### src/rtl/gpio_pkg.sv
// Shared definitions for the GPIO peripheral: register offsets, pin modes,
// bus handshake states and byte-lane helpers.
package gpio_pkg;

  localparam logic [4:0] GPIO_CTRL    = 5'h00;
  localparam logic [4:0] GPIO_DATA    = 5'h04;
  localparam logic [4:0] GPIO_RISE_EN = 5'h08;
  localparam logic [4:0] GPIO_FALL_EN = 5'h0C;
  localparam logic [4:0] GPIO_PEND    = 5'h10;

  typedef enum logic [1:0] {
    MODE_HIZ  = 2'b00,
    MODE_OUT  = 2'b01,
    MODE_IN   = 2'b10,
    MODE_RSVD = 2'b11
  } gpio_mode_e;

  typedef enum logic {
    BUS_IDLE = 1'b0,
    BUS_ACK  = 1'b1
  } bus_state_e;

  function automatic logic [31:0] byte_mask(input logic [3:0] be);
    return {{8{be[3]}}, {8{be[2]}}, {8{be[1]}}, {8{be[0]}}};
  endfunction

  function automatic logic [31:0] lane_merge(input logic [31:0] old,
                                             input logic [31:0] wdata,
                                             input logic [31:0] mask);
    return (old & ~mask) | (wdata & mask);
  endfunction

endpackage

### src/rtl/gpio_sync_edge.sv
// Per-pin pad synchroniser plus a one-cycle history flop for edge detection.
module gpio_sync_edge #(
  parameter int unsigned SYNC_STAGES = 2
) (
  input  logic clk,
  input  logic rst,
  input  logic pin,
  output logic sync,
  output logic rise,
  output logic fall
);

  logic [SYNC_STAGES-1:0] chain;
  logic                   prev;

  always_ff @(posedge clk or posedge rst) begin
    if (rst) begin
      chain <= '0;
      prev  <= 1'b0;
    end else begin
      chain <= {chain[SYNC_STAGES-2:0], pin};
      prev  <= chain[SYNC_STAGES-1];
    end
  end

  assign sync = chain[SYNC_STAGES-1];
  assign rise = sync & ~prev;
  assign fall = ~sync & prev;

endmodule

### src/rtl/gpio_irq.sv
// GPIO peripheral on the req/addr_ok/data_ok bus: per-pin mode, data,
// edge-triggered sticky pending flags and a registered OR-reduced interrupt.
module gpio_irq
  import gpio_pkg::*;
#(
  parameter int unsigned NUM_IO         = 2,
  parameter int unsigned SYNC_STAGES    = 2,
  parameter int unsigned RAM_MASK_WIDTH = 4
) (
  input  logic                      clk,
  input  logic                      rst,
  input  logic                      req_i,
  input  logic                      we_i,
  input  logic [31:0]               addr_i,
  input  logic [31:0]               data_i,
  input  logic [RAM_MASK_WIDTH-1:0] wem,
  output logic [31:0]               data_o,
  output logic                      addr_ok,
  output logic                      data_ok,
  input  logic [NUM_IO-1:0]         io_pin_i,
  output logic [NUM_IO-1:0]         io_out_o,
  output logic [NUM_IO-1:0]         io_oe_o,
  output logic                      irq_o
);

  localparam int unsigned CW = 2 * NUM_IO;

  logic [CW-1:0]     ctrl;
  logic [NUM_IO-1:0] data_r, rise_en, fall_en, pend;
  logic [NUM_IO-1:0] sync, rise, fall, mode_in, oe;
  logic [NUM_IO-1:0] set, clr, data_wr, data_next;
  logic              accept, wr, rd;
  logic [31:0]       mask, rdata, data_q;
  logic              irq_q;
  logic              unused_addr;
  bus_state_e        state, state_next;

  assign addr_ok     = !rst;
  assign accept      = req_i & addr_ok;
  assign wr          = accept & we_i;
  assign rd          = accept & ~we_i;
  assign mask        = byte_mask(4'(wem));
  assign unused_addr = ^addr_i[31:5];

  for (genvar i = 0; i < NUM_IO; i++) begin : g_pin
    gpio_sync_edge #(.SYNC_STAGES(SYNC_STAGES)) u_sync_edge (
      .clk  (clk),
      .rst  (rst),
      .pin  (io_pin_i[i]),
      .sync (sync[i]),
      .rise (rise[i]),
      .fall (fall[i])
    );
    assign mode_in[i] = (gpio_mode_e'(ctrl[2*i +: 2]) == MODE_IN);
    assign oe[i]      = (gpio_mode_e'(ctrl[2*i +: 2]) == MODE_OUT);
  end

  // Bus handshake: every accepted request is acknowledged on the next cycle.
  always_ff @(posedge clk or posedge rst) begin
    if (rst) state <= BUS_IDLE;
    else     state <= state_next;
  end

  always_comb begin
    state_next = accept ? BUS_ACK : BUS_IDLE;
  end

  always_comb begin
    data_ok = (state == BUS_ACK);
  end

  always_comb begin
    rdata = '0;
    case (addr_i[4:0])
      GPIO_CTRL:    rdata = 32'(ctrl);
      GPIO_DATA:    rdata = 32'(data_r);
      GPIO_RISE_EN: rdata = 32'(rise_en);
      GPIO_FALL_EN: rdata = 32'(fall_en);
      GPIO_PEND:    rdata = 32'(pend);
      default:      rdata = '0;
    endcase
  end

  // Input-mode pins track the synchronised pad, overriding any CPU write.
  always_comb begin
    data_wr = data_r;
    if (wr && addr_i[4:0] == GPIO_DATA)
      data_wr = NUM_IO'(lane_merge(32'(data_r), data_i, mask));
    data_next = (mode_in & sync) | (~mode_in & data_wr);
  end

  always_comb begin
    set = mode_in & ((rise & rise_en) | (fall & fall_en));
    clr = '0;
    if (wr && addr_i[4:0] == GPIO_PEND)
      clr = NUM_IO'(data_i & mask);
  end

  always_ff @(posedge clk or posedge rst) begin
    if (rst) begin
      ctrl    <= '0;
      data_r  <= '0;
      rise_en <= '0;
      fall_en <= '0;
      pend    <= '0;
      data_q  <= '0;
      irq_q   <= 1'b0;
    end else begin
      if (wr && addr_i[4:0] == GPIO_CTRL)
        ctrl <= CW'(lane_merge(32'(ctrl), data_i, mask));
      if (wr && addr_i[4:0] == GPIO_RISE_EN)
        rise_en <= NUM_IO'(lane_merge(32'(rise_en), data_i, mask));
      if (wr && addr_i[4:0] == GPIO_FALL_EN)
        fall_en <= NUM_IO'(lane_merge(32'(fall_en), data_i, mask));
      data_r <= data_next;
      pend   <= (pend & ~clr) | set;
      data_q <= rd ? rdata : '0;
      irq_q  <= |pend;
    end
  end

  assign data_o   = data_q;
  assign irq_o    = irq_q;
  assign io_oe_o  = oe;
  assign io_out_o = data_r & oe;

endmodule

### config.mk
export PLATFORM = sky130hd
export DESIGN_NAME = gpio_irq
export DESIGN_NICKNAME = d
export VERILOG_FILES = /design/src/rtl/gpio_pkg.sv /design/src/rtl/gpio_sync_edge.sv /design/src/rtl/gpio_irq.sv
export SDC_FILE = /design/constraint.sdc
export NUM_CORES = 1
export LEC_CHECK = 0
export BUFFER_PORTS_ARGS = -buffer_cell sky130_fd_sc_hd__buf_2
export CAP_MARGIN = 25
export CORE_ASPECT_RATIO = 2
export CORE_MARGIN = 4
export CORE_UTILIZATION = 41
export DETAILED_ROUTE_END_ITERATION = 7
export PLACE_DENSITY_LB_ADDON = 0.05
export SLEW_MARGIN = 20
export SYNTH_ARGS = -nofsm -noshare
export SYNTH_HDL_FRONTEND = slang
export SYNTH_SLANG_ARGS = --single-unit
### constraint.sdc
create_clock -name clk -period 3.41 [get_ports clk]
set_clock_uncertainty 0.05 [all_clocks]
set_input_delay 1.023 -clock clk [delete_from_list [all_inputs] [get_ports clk]]
set_output_delay 1.023 -clock clk [all_outputs]
set_load 0.05 [all_outputs]
* Word level (Yosys, flattened, before mapping)
Index checks and enable logic that the tools add are counted.
Word-level totals: output and inout port bits 39, register bits 52
Cells by class: bitwise gates (word level) 34, muxes and demuxes 5, eq/ne operators 8, reductions and logical operators 8
Operators by type and width (count):
- two-way mux 32 bit | 1
- bitwise AND 2 bit | 10
- case mux 4 bit (5 select lines) | 1
- bitwise OR 2 bit | 6
- equality test 5 x 4 -> 1 bit, second input constant | 2
- bitwise AND 4 bit | 2
- bitwise AND 1 bit | 7
- equality test 5 x 3 -> 1 bit, second input constant | 1
- equality test 5 bit, second input constant | 1
- logical AND 1 bit | 5
- logical NOT 5 bit | 1
- NOT 1 bit | 5
- equality test 2 x 1 -> 1 bit, second input constant | 2
- equality test 2 bit, second input constant | 2
- two-way mux 2 bit | 2
- NOT 2 bit | 2
- NOT 4 bit | 1
- bitwise OR 4 bit | 1
- OR reduction 2 bit | 1
- logical NOT 1 bit | 1
- two-way mux 1 bit | 1

* Logic depth before layout (Yosys ltp)
word-level depth 8, mapped depth 4

* By module
A second synthesis with hierarchy kept.
Second synthesis, totals: cells, all modules 119, area total of the unflattened synthesis 1330.0 um2
Modules (own cells, without submodules):
- gpio_irq | times used 1, sequential area each 450.4 um2, cells an instance 107, area an instance 1142.3 um2
- gpio_sync_edge | times used 2, sequential area each 75.1 um2, cells an instance 6, area an instance 93.8 um2

* Worst setup path before layout
No wires, ideal clock.
kind input-to-output, start input port rst, end output port addr_ok, data arrival time 1.809 ns, required time 2.337 ns, path slack 0.528 ns, path buffers 0, stages on the path 1, cells stage by stage inv_1
Between the ends: longest elaborated chain between the ends 1
Ends and longest elaborated chain:
- start: declaration | RTL line gpio_irq.sv:11 | input logic rst,
- logical NOT 1 bit (no line)
- end: declaration | RTL line gpio_irq.sv:18 | output logic addr_ok,
Every way passes these cells.

* Worst setup path after layout
Same ends and word-level chain as after synthesis.

==> impl_metrics.tcl <==
set metrics [dict create \
    postRouteAntennaNets 0 \
    nNetsFinal 220 \
    status "completed" \
    cts_buffers 3 \
    synth.top_cell.area_share 0.4576 \
    cts_tree "done" \
    die_y_um 88.02 \
    cts_resized 0 \
    cts.sinks 24 \
    synthAdderAreaFrac 0 \
    whs_endpoint "g_pin[1].u_sync_edge.chain[1]" \
    cap_violations 0 \
    drt_iter0_markers 40 \
    cp-end-kind "output pin" \
    dr_total_vias 876 \
    hp-class "register to register" \
    timing.final.crit_share 0.7421 \
    stdcell_count 175 \
    path_max_fanout 4 \
    synth_area_leaders "dfrtp_1 46%, buf_4 17%, mux2_2 6.9%" \
    final_cell_mix "28 x conb_1, 26 x buf_2, 24 x dfrtp_1, 8 x mux2_2" \
    insertedDiodeCount 0 \
    fin_tns_setup_ns 0 \
    post_synth_num_cell_types 35 \
    seq_area_frac_synth 0.4576 \
    place_inst 171 \
    grt-ovfl-total 0 \
    ff2ff_path_depth 3 \
    synth_top_family_by_area "buffers and inverters" \
    root_buffer "clkbuf_8" \
    pin_count 113 \
    regToRegSetupSlack_ns 2.39 \
    required_ns 2.34 \
    yosys.area_share.simple 0.1792 \
    std_cell_rows 28 \
    final_max_slew_viol_count 0 \
    crit_slowest_cell "buf_2" \
    dpl_worst_slack_ns 0.8466 \
    synth-compound-area-share 0.07817 \
    grt_use_met3 0.02881 \
    crit_top_cell "buf_2" \
    rsz0062_at_grt "no" \
    dp_hpwl_um 2073 \
    routedWlPerCell_um 15.14 \
    clock_latency_ns 0.26 \
    leakage_nw 0.7321 \
    clk_pin_slew_worst_paths_ns 0.08 \
    peakVddDrop_v 0.0002615 \
    post-cts-setup-buffers 0 \
    min-delay-start "g_pin[1].u_sync_edge.chain[0]" \
    numPortBuffers 26 \
    cpPeakStageDelay_ns 0.26 \
    start_kind "input port" \
    firstDrtPassIters 4 \
    hold_buffers 0 \
    max_freq_mhz 395.2 \
    wirelength_um 2649 \
    h-tree-depth 1 \
    post-route-util 0.4697 \
    finalSetupViolCount 0 \
    synth_xor_area_frac 0 \
    dieArea_um2 4225 \
    grt_usage 0.1368 \
    postLayoutSetupSlackWorst_ns 0.8793 \
    fp.dieW_um 48.01 \
    yosys.area.top_type "dfrtp_1" \
    path_cells "buf_2 -> inv_1 -> buf_2" \
    worstPathArrival_ns 1.46 \
    gp_congestion 0.8086 \
    floorplan.initialDensity 0.4356 \
    use_met2 0.2220 \
    min_delay_path_depth 0 \
    fin_crit_ns 2.531 \
    core-area_um2 3013 \
    grt.met1_usage 0.1541 \
    grt_max_degree 25 \
    worst_pin_slew_ns 0.5892 \
    ys_warn_count 0 \
    clockBufferDepth 2 \
    p_total_mw 0.6628 \
    syn_area_um2 1313 \
    p_per_area_nw_per_um2 468.4 \
    busiest_layer "met2" \
    synthMuxAreaShare 0.09914 \
    worst-setup-path-type "input port to output pin" \
    antenna_found_initial 0 \
    synth_cells 117 \
    synth-seq-cells 24 \
    synth.avg_cell_area_um2 11.22 \
    vias_per_cell 5.006 \
    slew-limit-headroom 0.6042 \
    grt_pass1_wl_um 4036 \
    area_growth_pct 7.817 \
    drc_errors 0 \
    drive_gt1_frac 0.3241 \
    final_common_cell "conb_1" \
    grt_pass1_vias 858 \
    hold_violations 0 \
]
==> synth_stat cells <==
| cell | count |
|---|---|
| o22a_2 | 2 |
| a31oi_1 | 1 |
| nand4_1 | 4 |
| and2_1 | 4 |
| nand3b_1 | 3 |
| nor2b_1 | 4 |
| or3_2 | 1 |
| a22o_1 | 1 |
| nand2b_1 | 3 |
| or4_4 | 1 |
| mux2_2 | 8 |
| a21o_1 | 1 |
| and4b_1 | 1 |
| nor4_1 | 2 |
| a22oi_1 | 1 |
| buf_4 | 29 |
| or4b_4 | 1 |
| o31ai_1 | 2 |
| dfrtp_1 | 24 |
| nor3_1 | 1 |
| nand2_1 | 1 |
| o21ai_0 | 1 |
| or2_2 | 1 |
| nor3_4 | 1 |
| conb_1 | 1 |
| inv_1 | 3 |
| buf_6 | 1 |
| nor3_2 | 1 |
| a211o_1 | 1 |
| nand3_1 | 2 |
| a41oi_1 | 1 |
| a21oi_1 | 3 |
| nand4b_1 | 1 |
| mux2i_1 | 4 |
| nor2_1 | 1 |
==> area by class of cell <==
type	instances	area, µm²
clock buffer	4	55.05
fill	303	1598
timing repair buffer	27	137.6
multi-input combinational	87	573.1
tap	30	37.54
inverter	3	11.26
sequential	24	600.6
==> per-stage QoR <==
| stage | hold slack (ns) | instance area (µm²) |
|---|---|---|
| after floorplan | 0.2812 | 1414 |
| after global placement | 0.2854 | 1360 |
| after detailed placement | 0.2886 | 1360 |
| after CTS | 0.3178 | 1415 |
| after global routing | 0.3205 | 1415 |
| final | 0.3112 | 1415 |
==> how the worst max path moves through the flow <==
stage	from	to	cells past startpoint
final	rst	addr_ok	3
after global routing	rst	addr_ok	3
after CTS	rst	addr_ok	3
after detailed placement	addr_i[1]	register	4
after global placement	addr_i[1]	register	4
after floorplan	rst	addr_ok	1
==> logic make-up (layout without fill, tap and decap cells) <==
kind of cell | count (synthesis) | in the layout
simple gates | 33 | 33
buf+inv | 33 | 34
mux | 12 | 12
flops | 24 | 24
other cells | 1 | 28
compound gates | 14 | 14
==> metal layers <==
metal / up-vias / wire length [µm]
li1: 415 / -
met1: 405 / 978
met2: 47 / 1342
met3: 9 / 235
met4: 0 / 93
met5: - / 0
==> power by group <==
| part | switching [mW] | internal [mW] |
|---|---|---|
| combinational | 0.120 | 0.0310 |
| sequential | 0.0164 | 0.305 |
| clock | 0.0874 | 0.103 |
| total | 0.223 | 0.439 |
==> worst max-delay path, delay by kind of cell <==
family,cells,cell delay [ns]
buffers and inverters,3,0.43
Note: power is estimated with default switching activity, not from simulation.
